[src/rtl/tc_pkg.sv]
// Shared types and constants for the 4x4 tensor-core systolic array and its
// register-file return path.
package tc_pkg;

   localparam int ARRAY_DIM = 4;
   localparam int WARP_SIZE = 8;
   localparam int NUM_PE    = ARRAY_DIM * ARRAY_DIM;

   typedef enum logic [2:0] {
      IDLE    = 3'd0,
      CAPTURE = 3'd1,
      WB0     = 3'd2,
      WB1     = 3'd3,
      CLEAR   = 3'd4,
      DONE    = 3'd5
   } drain_state_t;

endpackage

[src/rtl/systolic_drain_unit_if.sv]
// Register-file write-back channel: one 8-lane beat per valid/ready transfer,
// with per-lane saturation flags and a beat index selecting the row pair.
interface systolic_drain_unit_if
   import tc_pkg::*;
#(
   parameter int DATA_WIDTH = 16
) ();

   logic                                  wb_valid;
   logic                                  wb_ready;
   logic                                  wb_beat;
   logic [WARP_SIZE-1:0][DATA_WIDTH-1:0]  wb_data;
   logic [WARP_SIZE-1:0]                  wb_sat;

   modport master (
      output wb_valid,
      output wb_beat,
      output wb_data,
      output wb_sat,
      input  wb_ready
   );

   modport slave (
      input  wb_valid,
      input  wb_beat,
      input  wb_data,
      input  wb_sat,
      output wb_ready
   );

endinterface

[src/rtl/sat_narrow.sv]
// Narrows one signed accumulator to DATA_WIDTH, either clamping to the signed
// range (flagging the clamp) or simply keeping the low bits.
module sat_narrow #(
   parameter int ACC_WIDTH  = 32,
   parameter int DATA_WIDTH = 16,
   parameter bit SATURATE   = 1'b1
) (
   input  logic [ACC_WIDTH-1:0]  acc,
   output logic [DATA_WIDTH-1:0] val,
   output logic                  sat
);

   // The value fits iff every bit from the sign bit down to the narrow sign bit agrees.
   logic [ACC_WIDTH-DATA_WIDTH:0] upper;
   logic                          overflow;

   assign upper    = acc[ACC_WIDTH-1:DATA_WIDTH-1];
   assign overflow = SATURATE && !((&upper) || !(|upper));

   // NOTE: combinational blocks use blocking '=' and give every output a default
   // first, so no path through the block can leave a value held (no latch).
   always_comb begin
      val = acc[DATA_WIDTH-1:0];
      sat = overflow;
      if (overflow) begin
         val = acc[ACC_WIDTH-1] ? {1'b1, {(DATA_WIDTH-1){1'b0}}}
                                : {1'b0, {(DATA_WIDTH-1){1'b1}}};
      end
   end

endmodule

[src/rtl/systolic_drain_unit.sv]
// Drains the 16 PE accumulators after a matmul: snapshot + narrow, write back as
// two 8-lane beats, then pulse an accumulator clear and a completion strobe.
module systolic_drain_unit
   import tc_pkg::*;
#(
   parameter int DATA_WIDTH = 16,
   parameter int ACC_WIDTH  = 32,
   parameter bit SATURATE   = 1'b1
) (
   input  logic                               clk,
   input  logic                               reset_n,
   input  logic                               matmul_done,
   input  logic                               pause,
   input  logic [NUM_PE-1:0][ACC_WIDTH-1:0]   pe_acc,
   systolic_drain_unit_if.master              wb,
   output logic                               acc_clear,
   output logic                               drain_busy,
   output logic                               drain_done
);

   drain_state_t                          state_q, state_d;
   logic                                  done_q, done_d;
   logic [NUM_PE-1:0][DATA_WIDTH-1:0]     snap_val_q, snap_val_d;
   logic [NUM_PE-1:0]                     snap_sat_q, snap_sat_d;

   logic [NUM_PE-1:0][DATA_WIDTH-1:0]     narrow_val;
   logic [NUM_PE-1:0]                     narrow_sat;

   logic                                  start;
   logic                                  in_wb;
   logic                                  beat_sel;
   logic                                  valid;
   logic [WARP_SIZE-1:0][DATA_WIDTH-1:0]  data_mux;
   logic [WARP_SIZE-1:0]                  sat_mux;

   for (genvar k = 0; k < NUM_PE; k++) begin : g_narrow
      sat_narrow #(
         .ACC_WIDTH  (ACC_WIDTH),
         .DATA_WIDTH (DATA_WIDTH),
         .SATURATE   (SATURATE)
      ) u_sat_narrow (
         .acc (pe_acc[k]),
         .val (narrow_val[k]),
         .sat (narrow_sat[k])
      );
   end

   assign start    = matmul_done & ~done_q;
   assign in_wb    = (state_q == WB0) || (state_q == WB1);
   assign beat_sel = (state_q == WB1);
   assign valid    = in_wb & ~pause;

   always_comb begin
      state_d    = state_q;
      done_d     = matmul_done;
      snap_val_d = snap_val_q;
      snap_sat_d = snap_sat_q;
      // pause freezes every state except IDLE, so start edges are never lost.
      unique case (state_q)
         IDLE:    if (start) state_d = CAPTURE;
         CAPTURE: if (!pause) begin
            snap_val_d = narrow_val;
            snap_sat_d = narrow_sat;
            state_d    = WB0;
         end
         WB0:     if (valid && wb.wb_ready) state_d = WB1;
         WB1:     if (valid && wb.wb_ready) state_d = CLEAR;
         CLEAR:   if (!pause) state_d = DONE;
         DONE:    if (!pause) state_d = IDLE;
         default: state_d = IDLE;
      endcase
   end

   // Lane i of beat b is PE index b*WARP_SIZE + i; outside write-back everything reads 0.
   always_comb begin
      data_mux = '0;
      sat_mux  = '0;
      if (in_wb) begin
         for (int i = 0; i < WARP_SIZE; i++) begin
            if (beat_sel) begin
               data_mux[i] = snap_val_q[WARP_SIZE+i];
               sat_mux[i]  = snap_sat_q[WARP_SIZE+i];
            end else begin
               data_mux[i] = snap_val_q[i];
               sat_mux[i]  = snap_sat_q[i];
            end
         end
      end
   end

   assign wb.wb_valid = valid;
   assign wb.wb_beat  = beat_sel;
   assign wb.wb_data  = data_mux;
   assign wb.wb_sat   = sat_mux;
   assign acc_clear   = (state_q == CLEAR) & ~pause;
   assign drain_done  = (state_q == DONE) & ~pause;
   assign drain_busy  = (state_q != IDLE);

   // NOTE: sequential state uses non-blocking '<=' so every flop samples the
   // pre-edge values; the snapshot array is reset too, so read-back after reset is a
   // defined zero rather than X.
   always_ff @(posedge clk or negedge reset_n) begin
      if (!reset_n) begin
         state_q    <= IDLE;
         done_q     <= 1'b0;
         snap_val_q <= '0;
         snap_sat_q <= '0;
      end else begin
         state_q    <= state_d;
         done_q     <= done_d;
         snap_val_q <= snap_val_d;
         snap_sat_q <= snap_sat_d;
      end
   end

endmodule

[src/flat_wrapper.sv]
// flat-port wrapper written by rule: the top's interface ports become plain ports
module systolic_drain_unit_flat import tc_pkg::*;
#(
   parameter int DATA_WIDTH = 16,
   parameter int ACC_WIDTH  = 32,
   parameter bit SATURATE   = 1'b1
)
  (clk, reset_n, matmul_done, pause, pe_acc, acc_clear, drain_busy, drain_done, wb_wb_valid, wb_wb_beat, wb_wb_data, wb_wb_sat, wb_wb_ready);
  systolic_drain_unit_if #(.DATA_WIDTH(DATA_WIDTH)) wb_i ();
  input  logic clk;
  input  logic reset_n;
  input  logic matmul_done;
  input  logic pause;
  input  logic [NUM_PE-1:0][ACC_WIDTH-1:0] pe_acc;
  output logic acc_clear;
  output logic drain_busy;
  output logic drain_done;
  output wire logic [$bits(wb_i.wb_valid)-1:0] wb_wb_valid;
  output wire logic [$bits(wb_i.wb_beat)-1:0] wb_wb_beat;
  output wire logic [$bits(wb_i.wb_data)-1:0] wb_wb_data;
  output wire logic [$bits(wb_i.wb_sat)-1:0] wb_wb_sat;
  input wire logic [$bits(wb_i.wb_ready)-1:0] wb_wb_ready;
  assign wb_wb_valid = wb_i.wb_valid;
  assign wb_wb_beat = wb_i.wb_beat;
  assign wb_wb_data = wb_i.wb_data;
  assign wb_wb_sat = wb_i.wb_sat;
  assign wb_i.wb_ready = wb_wb_ready;
  systolic_drain_unit #(.DATA_WIDTH(DATA_WIDTH), .ACC_WIDTH(ACC_WIDTH), .SATURATE(SATURATE)) u_core (.clk(clk), .reset_n(reset_n), .matmul_done(matmul_done), .pause(pause), .pe_acc(pe_acc), .wb(wb_i), .acc_clear(acc_clear), .drain_busy(drain_busy), .drain_done(drain_done));
endmodule
[config.mk]
export PLATFORM = sky130hd
export DESIGN_NAME = systolic_drain_unit_flat
export DESIGN_NICKNAME = d
export VERILOG_FILES = /design/src/rtl/tc_pkg.sv /design/src/rtl/systolic_drain_unit_if.sv /design/src/rtl/sat_narrow.sv /design/src/rtl/systolic_drain_unit.sv /design/src/flat_wrapper.sv
export SDC_FILE = /design/constraint.sdc
export NUM_CORES = 1
export LEC_CHECK = 0
export CORE_AREA = 2 2 259 261
export CTS_CLUSTER_DIAMETER = 40
export CTS_CLUSTER_SIZE = 30
export DETAILED_ROUTE_END_ITERATION = 10
export DIE_AREA = 0 0 261 263
export HOLD_SLACK_MARGIN = 0.15
export SLEW_MARGIN = 15
export SYNTH_ARGS = -nofsm -noshare
export SYNTH_HDL_FRONTEND = slang
export SYNTH_SLANG_ARGS = --single-unit
[constraint.sdc]
create_clock -name clk -period 4.5 [get_ports clk]
set_input_delay 0.45 -clock clk [delete_from_list [all_inputs] [get_ports clk]]
set_output_delay 0.45 -clock clk [all_outputs]
set_load 0.02 [all_outputs]
# After elaboration in Yosys (flattened, before gate mapping)
# Cells that the tools add are included.
# totals
reg_bits,276
inputBits,517
out_inout_bits,141
word_cells,179
# classes
n_eq_ne,11
mux,57
n_bitwise,6
n_reduce_logical,86
# ops
op,count
two-way mux 16 bit,40
AND reduction 17 bit,16
OR reduction 17 bit,16
two-way mux 128 bit,1
logical NOT 1 bit,32
two-way mux 3 bit,6
one-hot mux 3 bit (6 select lines),1
logical OR 1 bit,17
two-way mux 1 bit,8
two-way mux 8 bit,1
"!= test 2 bit, second input constant",4
"equality test 3 x 2 -> 1 bit, second input constant",2
"equality test 3 bit, second input constant",2
AND reduction 6 bit,1
AND 1 bit,4
"!= test 2 x 1 -> 1 bit, second input constant",2
"equality test 3 x 1 -> 1 bit, second input constant",1
logical NOT 3 bit,1
nonzero test 3 bit,1
NOT 1 bit,2
AND reduction 2 bit,1
logical AND 1 bit,1

# Depth between registers and ports, before layout
# depth
ltp_word,6
ltp_mapped,7

# By module
# A second synthesis with hierarchy kept.
# unflattened
hier_cells,1402
area_unflattened_um2,16577.1
# by_module_without_submodules
mod,n_inst,cells_each,area_per_inst_um2
systolic_drain_unit,1,906,12353.1
sat_narrow,16,31,264.0

# Least setup slack after synthesis
# OpenSTA, ideal clock, no wires.
# synth_path
kind,register to output
from,reg u_core.state_q[2]
to,out wb_wb_data[125]
arrival_time_ns,1.834
required_time_ns,4.050
slack_ns,2.216
path_stages_with_launch,7
path_cell_list,dfrtp_1 > clkbuf_1 > nand2b_1 > nor2_1 > clkbuf_1 > clkbuf_1 > a22o_1
# synth_via
elab_chain_len,3
elab_cells_between_ends,5
cone_classes,eq/ne (2); mux (2); reduce/logical (1)
# synth_lines
item,line,source
"start, declared",systolic_drain_unit.sv:21,"drain_state_t state_q, state_d;"
"start signal, assigned",systolic_drain_unit.sv:109,state_q <= state_d;
equality test 3 x 2 -> 1 bit (*),systolic_drain_unit.sv:50,assign beat_sel = (state_q == WB1);
net wb_wb_beat,flat_wrapper.sv:19,output wire logic [$bits(wb_i.wb_beat)-1:0] wb_wb_beat;
two-way mux 16 bit or logical OR 1 bit (tied branches),"systolic_drain_unit.sv:80, systolic_drain_unit.sv:49",
two-way mux 128 bit (*),systolic_drain_unit.sv:78,if (in_wb) begin
"end, declared",flat_wrapper.sv:20,output wire logic [$bits(wb_i.wb_data)-1:0] wb_wb_data;
# The timed path passes the listed nets; every way through them passes the cells marked *.

# Worst setup path after layout
# layout_path
from,reg u_core.state_q[1]
to,out wb_wb_data[30]
# layout_via
elab_chain_len,3
elab_cells_between_ends,5
cone_classes,eq/ne (2); mux (2); reduce/logical (1)
# layout_lines
item,line
"equality test 3 x 2 -> 1 bit, on equally long branches","systolic_drain_unit.sv:49, systolic_drain_unit.sv:50"
two-way mux 16 bit or logical OR 1 bit (tied branches),"systolic_drain_unit.sv:80, systolic_drain_unit.sv:49"
two-way mux 128 bit (*),systolic_drain_unit.sv:78
# Mark *: on every way between the ends. The rest lies on a longest branch, timed or not.

==> results by group <==
Power and ir drop
  – Static Leakage: between 0.009 and 0.01 µW
  – PD cells: about 700 nW/µm²
  – Final Power: between 15000 and 20000 µW
  – Worst vdd ir: around 0.45 mV

Global route
  – Largest net degree at the start of global routing: between 100 and 150
  – Remaining global-route overflow: 0
  – Number of global-route vias before repair: approximately 15000
  – GRT Resource Usage Total: roughly 17%
  – Number of antenna violations at the first check in global routing: 8
  – First-pass GRT wire length: 89630 µm

STA
  – Final Worst Setup Slack: ~0.80 ns
  – Final setup viols: 0
  – Slew @ Worst Pin: about 1.1 ns
  – Peak Freq: about 270 MHz
  – Unrepaired setup endpoints after global routing: false
  – Fin Setup TNS: 0 ns
  – Max Slew Vio Count: 0
  – Max transition margin: 26.57%
  – Hold Vio Cnt, Final: 0
  – Tmin final: between 3 and 4 ns
  – Fin crit share: between 80% and 90%
  – Worst Skew: ~0.012 ns

Setup path
  – Max Fanout on Critical Path: roughly 140
  – CP Capture Type: output pin
  – Critical Path Start Type: register
  – Worst EP arrival: between 3 and 4 ns
  – Worst EP required: slightly above 4 ns
  – Crit path kind: register to output pin

Routing
  – DR WL/cell: 20.52 µm
  – Final ANT Viol Nets: 0
  – Vias/cell: around 5
  – WL final: 59440 µm
  – Initial DRC count: approximately 960
  – Drt pass-1 iters: 5
  – DRC viols: 0
  – Routed vias: 14340

Placed design
  – Quantity of I/O buffers inserted on ports: 657
  – Dpl ws: ~1.2 ns
  – Post-DP HPWL: roughly 43000 µm
  – RD Place Congestion: roughly 0.94
  – Dpl cells: 2801

Layout
  – Share of cells above drive strength 1: 9.019%
  – Non-Filler Instances: approximately 2900
  – Area delta synth->final: 67.24%
  – Fill cell total of the finished layout: 6608
  – Nets@finish: 2506
  – Most common cell after layout, fill and taps aside: clkdlybuf4s50_1
  – Commonest cells after routing, fill and taps aside: clkdlybuf4s50_1 (656), nand3_1 (306), dfrtp_1 (276)
  – Fin util: 34.62%

Die
  – Core area: between 60000 and 70000 µm²
  – Initial Utilization: approximately 21%
  – Row count: 94
  – Die height: around 260 µm
  – Die W: 261 µm
  – Die area: 68640 µm²
  – Num ports: ~660

Synthesis
  – Post-synth EDFFs: 0
  – Async SR Flop Fraction: 100.0%
  – Synth warn: 0
  – Dominant synthesized flop cell: dfrtp_1
  – Syn_nets: ~1900
  – Avg Cell Area, Syn: 9.888 µm²
  – Register area share after synthesis: between 50% and 60%
  – Mapped Area: ~14000 µm²
  – Synthesized instance count: 1374
  – Post-synthesis register bit count: approximately 280
  – Unique masters post-synth: 33

Job
  – MaxCap Viol Count: 0

Clocking
  – H-tree levels: 2
  – Post-CTS Setup Bufs: 0
  – Clk root buf: clkbuf_16
  – Reg clk slew, reported paths: 0.05 ns
  – CTS Sinks: about 280
  – Latest clock arrival within the worst-skew pair: approximately 0.57 ns
  – CTS Buf Count: just under 50
  – Longest Clk Path Bufs: 3
  – CTS tree: done

Hold path
  – Worst Hold Class: input port to register

Status
  – Outcome: finished, final reports clean
==> layer usage <==
| layer | vias up | wire length [µm] | share of wire, % | track usage, % |
|---|---|---|---|---|
| li1 | 6578 | - | - | - |
| met1 | 7024 | 22460 | 38 | 19.03 |
| met2 | 602 | 29600 | 50 | 29.42 |
| met3 | 125 | 4953 | 8.3 | 4.121 |
| met4 | 6 | 2392 | 4.0 | 7.095 |
| met5 | - | 34 | 0.057 | 0 |
==> synth_stat cells (16+ instances only) <==
library cell	instances	area share, %
nand3_1	306	11
clkbuf_1	60	1.7
a22o_1	136	8.8
buf_2	46	1.7
dfrtp_1	276	51
o221a_2	50	4.1
nand2_1	225	6.2
nor4_1	64	2.9
o211ai_1	22	1.2
nor2_1	16	0.44
o221a_1	40	3.3
nand4_1	80	3.7
==> worst max-delay path, stage by stage, from the launching register on <==
cell and delay, ns:
dfrtp_1 0.60, nand2b_1 0.24, nor2_4 0.16, buf_12 0.52
a22o_1 0.38, clkdlybuf4s50_1 0.67
==> path summary, 6_finish.rpt <==
kind	end	start	slack, ns	cells past startpoint
worst max-delay path	wb_wb_data[30]	u_core.state_q[1]	0.80	5
worst min-delay path	u_core.done_q	matmul_done	0.39	1
worst max register to register	u_core.snap_val_q[178]	u_core.state_q[1]	1.68	4
worst min register to register	u_core.snap_val_q[31]	u_core.snap_val_q[31]	0.48	2
max in group asynchronous	u_core.snap_sat_q[5]	reset_n	2.93	3
min in group asynchronous	u_core.snap_val_q[104]	reset_n	0.53	2
==> where the power goes <==
group / total [µW] / switching (µW) / internal [µW] / leakage [µW]
registers: 4520 / 765 / 3760 / 0.00327
logic: 7280 / 3760 / 3520 / 0.00508
clock network: 3790 / 1400 / 2400 / 0.000817
total: 15600 / 5920 / 9680 / 0.00917
==> registers in the layout, summed over array words and instances, names as in the netlist <==
register and flops:
u_core.snap_sat_q 16, u_core.done_q 1, u_core.state_q 3, u_core.snap_val_q 256
==> cells by family (layout without fill, tap and decap cells) <==
kind of cell	Yosys count	after routing	share of synthesized area, %
compound gates	271	271	19.50
buf+inv	118	773	4.015
flops	276	276	50.83
mux	1	1	0.07367
other cells	0	4	0
simple gates	708	708	25.58
==> metrics by stage <==
step / instance area, µm² / hold slack [ns]
4_1_cts: 22710 / 0.3413
5_1_grt: 22720 / 0.3915
3_5_place_dp: 21000 / 0.4679
2_1_floorplan: 13590 / 0.1544
3_3_place_gp: 21000 / 0.4602
6_report: 22720 / 0.3878
==> repair_timing <==
| action | 4_1_cts | 5_1_grt |
|---|---|---|
| gates resized for setup | 0 | 0 |
| hold buffers | 1 | 0 |
| endpoints found under the hold margin | 95 | 0 |
==> area by class of cell <==
cell class / count / area (µm²) / area share (%)
clock inverters: 36 / 402.9 / 1.773
multi-input cells: 980 / 6181 / 27.20
well taps: 864 / 1081 / 4.757
flip-flops and latches: 276 / 6907 / 30.39
clock buffers: 55 / 1299 / 5.716
repair buffers: 681 / 6839 / 30.10
diodes: 4 / 10.01 / 0.04405
inverters: 1 / 3.754 / 0.01652
(Power assumes the default switching activity.)
